`src/rtl/mux4_pkg.sv`:
```
// Shared constants for the registered 4:1 operand-select mux.
package mux4_pkg;

  localparam logic [1:0] SEL_A = 2'd0;
  localparam logic [1:0] SEL_B = 2'd1;
  localparam logic [1:0] SEL_C = 2'd2;
  localparam logic [1:0] SEL_D = 2'd3;

  localparam int unsigned D_SHIFT = 1;

endpackage

```
`src/rtl/mux4_sel_comb.sv`:
```
// Combinational operand selector; the D leg is shifted left by D_SHIFT with zero fill.
module mux4_sel_comb
  import mux4_pkg::*;
#(
  parameter int unsigned WIDTH = 32
) (
  input  logic [WIDTH-1:0] A,
  input  logic [WIDTH-1:0] B,
  input  logic [WIDTH-1:0] C,
  input  logic [WIDTH-1:0] D,
  input  logic [1:0]       sel,
  output logic [WIDTH-1:0] sel_result_c
);

  logic [WIDTH-1:0] w_d_shifted;

  // MSB of D falls off the top; no carry-out is kept.
  assign w_d_shifted = D << D_SHIFT;

  // Only the addressed leg reaches the output, so X on other legs stays contained.
  always_comb begin
    sel_result_c = '0;
    unique case (sel)
      SEL_A: sel_result_c = A;
      SEL_B: sel_result_c = B;
      SEL_C: sel_result_c = C;
      SEL_D: sel_result_c = w_d_shifted;
      default: sel_result_c = '0;
    endcase
  end

endmodule

```
`src/rtl/mux4_sel_reg.sv`:
```
// Registered 4:1 operand-select stage with one cycle of valid-qualified latency.
// Optional even-parity output O_par is built when MUX4_PARITY_EN is defined.
module mux4_sel_reg
  import mux4_pkg::*;
#(
  parameter int unsigned WIDTH = 32
) (
  input  logic             clk,
  input  logic             rst_n,
  input  logic [WIDTH-1:0] A,
  input  logic [WIDTH-1:0] B,
  input  logic [WIDTH-1:0] C,
  input  logic [WIDTH-1:0] D,
  input  logic [1:0]       sel,
  input  logic             in_valid,
  output logic [WIDTH-1:0] O,
  output logic             out_valid
`ifdef MUX4_PARITY_EN
  ,
  output logic             O_par
`endif
);

  logic [WIDTH-1:0] w_sel_result;
  logic [WIDTH-1:0] r_o;
  logic             r_out_valid;

  mux4_sel_comb #(
    .WIDTH (WIDTH)
  ) u_sel (
    .A            (A),
    .B            (B),
    .C            (C),
    .D            (D),
    .sel          (sel),
    .sel_result_c (w_sel_result)
  );

  // Data holds when idle; valid is a single-cycle pulse per capture.
  always_ff @(posedge clk) begin
    if (!rst_n) begin
      r_o         <= '0;
      r_out_valid <= 1'b0;
    end else if (in_valid) begin
      r_o         <= w_sel_result;
      r_out_valid <= 1'b1;
    end else begin
      r_out_valid <= 1'b0;
    end
  end

  assign O         = r_o;
  assign out_valid = r_out_valid;

`ifdef MUX4_PARITY_EN
  logic r_o_par;

  always_ff @(posedge clk) begin
    if (!rst_n) begin
      r_o_par <= 1'b0;
    end else if (in_valid) begin
      r_o_par <= ^w_sel_result;
    end
  end

  assign O_par = r_o_par;
`endif

endmodule

```
`config.mk`:
```
export PLATFORM = sky130hd
export DESIGN_NAME = mux4_sel_reg
export DESIGN_NICKNAME = d
export VERILOG_FILES = /design/src/rtl/mux4_pkg.sv /design/src/rtl/mux4_sel_comb.sv /design/src/rtl/mux4_sel_reg.sv
export SDC_FILE = /design/constraint.sdc
export NUM_CORES = 1
export LEC_CHECK = 0
export ABC_AREA = 1
export ABC_CLOCK_PERIOD_IN_PS = 1200
export BUFFER_PORTS_ARGS = -buffer_cell sky130_fd_sc_hd__buf_2
export CAP_MARGIN = 20
export CORE_ASPECT_RATIO = 0.75
export CORE_MARGIN = 2
export CORE_UTILIZATION = 42
export CTS_BUF_LIST = sky130_fd_sc_hd__clkbuf_2
export DETAILED_ROUTE_END_ITERATION = 10
export GPL_TIMING_DRIVEN = 1
export HOLD_SLACK_MARGIN = 0.02
export PLACE_DENSITY = 0.91
export SLEW_MARGIN = 5
export SYNTH_ARGS = -nofsm -noshare
export SYNTH_HDL_FRONTEND = slang
export SYNTH_HIERARCHICAL = 1
export SYNTH_SLANG_ARGS = --single-unit
export TNS_END_PERCENT = 5
```
`constraint.sdc`:
```
create_clock -name clk -period 1.2 [get_ports clk]
set_input_delay 0.24 -clock clk [delete_from_list [all_inputs] [get_ports clk]]
set_output_delay 0.24 -clock clk [all_outputs]
set_load 0.01 [all_outputs]
```
======== After elaboration in Yosys (flattened, before gate mapping) ========
Cells that the tools add are included.
Widths: inputs -> output; s select.
storage, ports and cells
  bits in registers ....................... 33
  bits of input ports ..................... 133
  output and inout port bits .............. 33
  word-level logic and storage cells ...... 8
cells by class
  equality and inequality tests ........... 3
  multiplexer cells ....................... 2
  reduce and logical (&&, ||, !) cells .... 1
operators with widths
  operator            number
  $pmux 32 s4         1
  $eq 2x2->1 const B  2
  $eq 2x1->1 const B  1
  $logic_not 2->1     1
  $mux 1              1

======== Logic depth before layout (Yosys ltp) ========
  depth in word-level cells ............... 2
  depth in mapped cells ................... 9
  depth with buffers taken out ............ 7

======== Cells and area by module ========
Netlist, hierarchy kept.
by module, submodules not included
  module         instances  cells each  area each (sq um)  seq. area each (sq um)
  mux4_sel_reg   1          206         1,361.3            660.6
  mux4_sel_comb  1          185         925.9              0.0

======== Worst setup path before layout ========
Ideal clock, no wire load.
  path type ............................... in2reg
  start ................................... input sel[1]
  end ..................................... register r_o[23] (netlist: O[23])
  library setup time ...................... 0.064 ns
  data arrival time ....................... 0.954 ns
  data required time ...................... 1.136 ns
  setup slack ............................. 0.182 ns
  cell stages on the path ................. 9
  path buffers ............................ 2
  path through ............................ buf_4 > inv_2 > buf_2 > nand3_1 > nand4_1 > inv_1 > nand2_1 > nand2_1 > nor2_1
between the ends
  longest elaborated chain between the ends .. 2
  elaborated cells between the ends (all ways) .. 5
  classes of those cells .................. 3 x eq/ne; 1 x mux; 1 x reduce/logical
ends and longest elaborated chain
  item                                line                 text
  from (decl)                         mux4_sel_reg.sv:14   input logic [1:0] sel,
  $eq 2x2->1 (tied with other cells)  mux4_sel_comb.sv:23  unique case (sel)
  $pmux 32 s4 *                       mux4_sel_comb.sv:23
  named net w_sel_result[23]          mux4_sel_reg.sv:24   logic [WIDTH-1:0] w_sel_result;
  to (signal assigned)                mux4_sel_reg.sv:45   r_o <= w_sel_result;
  to (decl)                           mux4_sel_reg.sv:25   logic [WIDTH-1:0] r_o;
The timed path passes the listed nets; every way through them passes the cells marked *.
A chain may end at the register's enable or synchronous reset.

======== Final worst setup path ========
  start ................................... register r_o[31] (netlist: O[31])
  end ..................................... output O[31]
RTL lines
  item       line                text
  to (decl)  mux4_sel_reg.sv:16  output logic [WIDTH-1:0] O,
No word-level cell between the ends.

==> summary.txt <==
Detailed routing
  • Initial DRC count: 157
  • Remaining antenna violation count after routing: 0
  • Detailed-route via count: between 3k and 4k
  • DRC errors left: 0
  • Drt pass-1 iters: 5
  • Wire length per cell: approximately 12 microns
  • Vias/cell: 4.903
  • WL final: 7415 microns

Clock network
  • # hold bufs at CTS: 0
  • Max Root-Sink Buffers: 2
  • Clk root buf: clkbuf_2
  • Num CTS Buffers: 5
  • H-tree depth: 2
  • CTS tree: yes
  • Total clock sinks: 33
  • Postcts setup bufs: 0
  • Clock latency on the worst-skew pair: 0.38 ns
  • Post-cts resize count: 0
  • Clock Pin Slew Worst Setup and Hold Paths: 0.18 ns

Flow run
  • MaxCap Viol Count: 0

GRT
  • First-pass GRT wire length: 11310 microns
  • Remaining global-route overflow: 0
  • GRT Overall Usage: 23.77%
  • Vias in the first global route: 2649
  • Initial antenna violation count: 0
  • Largest net degree at the start of global routing: 66

Worst setup path
  • CP Buf/Inv Count: 1
  • Crit. End Element: output port
  • CP max stage cell: dfxtp_1
  • Crit Path Max Fanout: 2
  • CP delay by family, top: flip-flops
  • Req. time, crit path: 0.96 ns
  • Delay of the slowest critical-path stage: between 0.3 and 0.4 ns
  • CP Cell Sequence: buf_2
  • Critical path arrival: 0.91 ns
  • CP Class: flip-flop to output port
  • Critical Path Start Type: flip-flop

STA
  • Fin. Hold Viols: 0
  • Worst slew pin tran: 0.5937 ns
  • Final-report setup violation count: 0
  • Fin crit period: 1.147 ns
  • Final worst path period share: 95.57%
  • Max Slew Vio Count: 0
  • Fmax: 871.9 MHz
  • Max-slew headroom: 60.42%
  • Skew final: 0 ns
  • Smallest hold slack: ~0.24 ns

Power
  • Tot Pwr: approximately 2.7 mW
  • Power per cell area: between 800 and 900 nW/um^2
  • Peak supply drop: 0.4507 mV
  • LEAKAGE: roughly 1.8 nW

Floorplanning
  • Die outline width: 89.21 microns
  • Floorplan row count: 23
  • Initial Util: 43.19%
  • I/O pin count: 166
  • DIE HEIGHT: 67.91 microns
  • Core box area: ~5300 sq um
  • Die area: 6058 sq um

Finish
  • Share of layout cells above drive strength 1: 36.95%
  • Multi-input logic area: 1285 sq um
  • Register area: 674.4 sq um
  • Area Growth Syn to Fin: 40.92%
  • Final Cell Area: ~3200 sq um
  • Finished Layout Cells: 619
  • Nets: 676
  • Antenna Cells: 0
  • Fillers: 547
  • Final Core Density: 60.87%

Placement
  • Cell count after placement: ~610
  • Final RePlAce weighted congestion: around 0.8
  • Post-DP Area: 3167 sq um
  • Buffers on Ports: 164
  • Final HPWL DP: 5631 microns

Synth
  • #FFs+latches synth: 33
  • Number of synthesis warnings: 6
  • Synth Area in Simple Gates: between 50% and 60%
  • Avg Inst Size Synth: 5.850 sq um
  • Gate Count Post-Synth: 391
  • Post-synthesis compound-gate area fraction: 0%
  • Post-Synth XOR/XNOR Area: 0%
  • Syn Nets: ~520
  • Synth Cell Area: 2287 sq um
  • Seq/Total Area, Yosys: 28.88%
  • Post-synthesis mux area share: 0%
  • Distinct cell type count after synthesis: 10
  • Largest family of logic cells by synthesized area: simple AND/OR/NAND/NOR gates
  • Adder-cell share of the synthesized area: 0%

Outcome
  • Status: finished, final reports clean

Min path
  • Hold crit path type: input port to flip-flop
[sequential cells by signal (all words and copies together) (netlist names)]
name	flops
O	32
out_valid	1
[synthesized netlist by cell type]
master    n  area share (%)
nand3_1  96              21
inv_2     2            0.33
nand4_1  31             8.5
nor2_1   65              11
nand2_1  97              16
buf_4     2            0.66
dfxtp_1  33              29
buf_6     6             3.0
buf_2    26             5.7
inv_1    33             5.4
[layer usage]
| metal | vias to the layer above | track usage [%] | share of wire, % | routed length, microns |
|---|---|---|---|---|
| li1 | 1568 | - | - | - |
| met2 | 127 | 44.35 | 50 | 3695 |
| met4 | 0 | 8.955 | 1.1 | 79 |
| met1 | 1331 | 26.49 | 42 | 3096 |
| met5 | - | 0 | 0 | 0 |
| met3 | 9 | 5.187 | 7.3 | 543 |
[power by group]
group          total, mW  switching, mW  internal, mW
Clock              0.533          0.387         0.146
Combinational      0.913          0.488         0.425
Sequential          1.23         0.0401          1.19
Total               2.67          0.915          1.76
[path summary, 6_finish.rpt]
| check | slack (ns) | start | cells after the start | end |
|---|---|---|---|---|
| setup reg to reg | 0.62 | O[2]$_SDFFE_PN0P_ | 2 | O[2]$_SDFFE_PN0P_ |
| hold / removal | 0.24 | A[9] | 7 | O[9]$_SDFFE_PN0P_ |
| setup / recovery | 0.05 | O[31]$_SDFFE_PN0P_ | 1 | O[31] |
| hold reg to reg | 0.48 | O[3]$_SDFFE_PN0P_ | 2 | O[3]$_SDFFE_PN0P_ |
[cell type report]
cell class,count,area share [%]
multi-input cells,289,39.87
repair buffers,179,30.98
flip-flops and latches,33,20.92
inverters,35,4.076
well taps,75,2.911
clock buffers,6,0.9317
clock inverters,2,0.3106
[per-stage QoR]
| stage | setup slack [ns] | TNS (ns) |
|---|---|---|
| 3_5_place_dp | -0.05315 | -0.4808 |
| 3_3_place_gp | -0.005025 | -0.008187 |
| 6_report | 0.05313 | 0 |
| 5_1_grt | -0.0001966 | -0.0001966 |
| 2_1_floorplan | 0.1821 | 0 |
| 4_1_cts | 0.02836 | 0 |
[cell families after synthesis]
logic type,count (synthesis)
flops,33
buf+inv,69
simple gates,289
[layout by cell type (no fill, tap or decap)]
cell type  instances
buf_2            163
nand2_1           97
nand3_1           96
nor2_1            64
inv_1             33
nand4_1           31
dfxtp_1           22
dfxtp_2           11
buf_4             11
clkbuf_2           6
buf_12             5
clkinv_2           2
inv_2              2
nor2_2             1
Power figures use the tool's default switching activity.
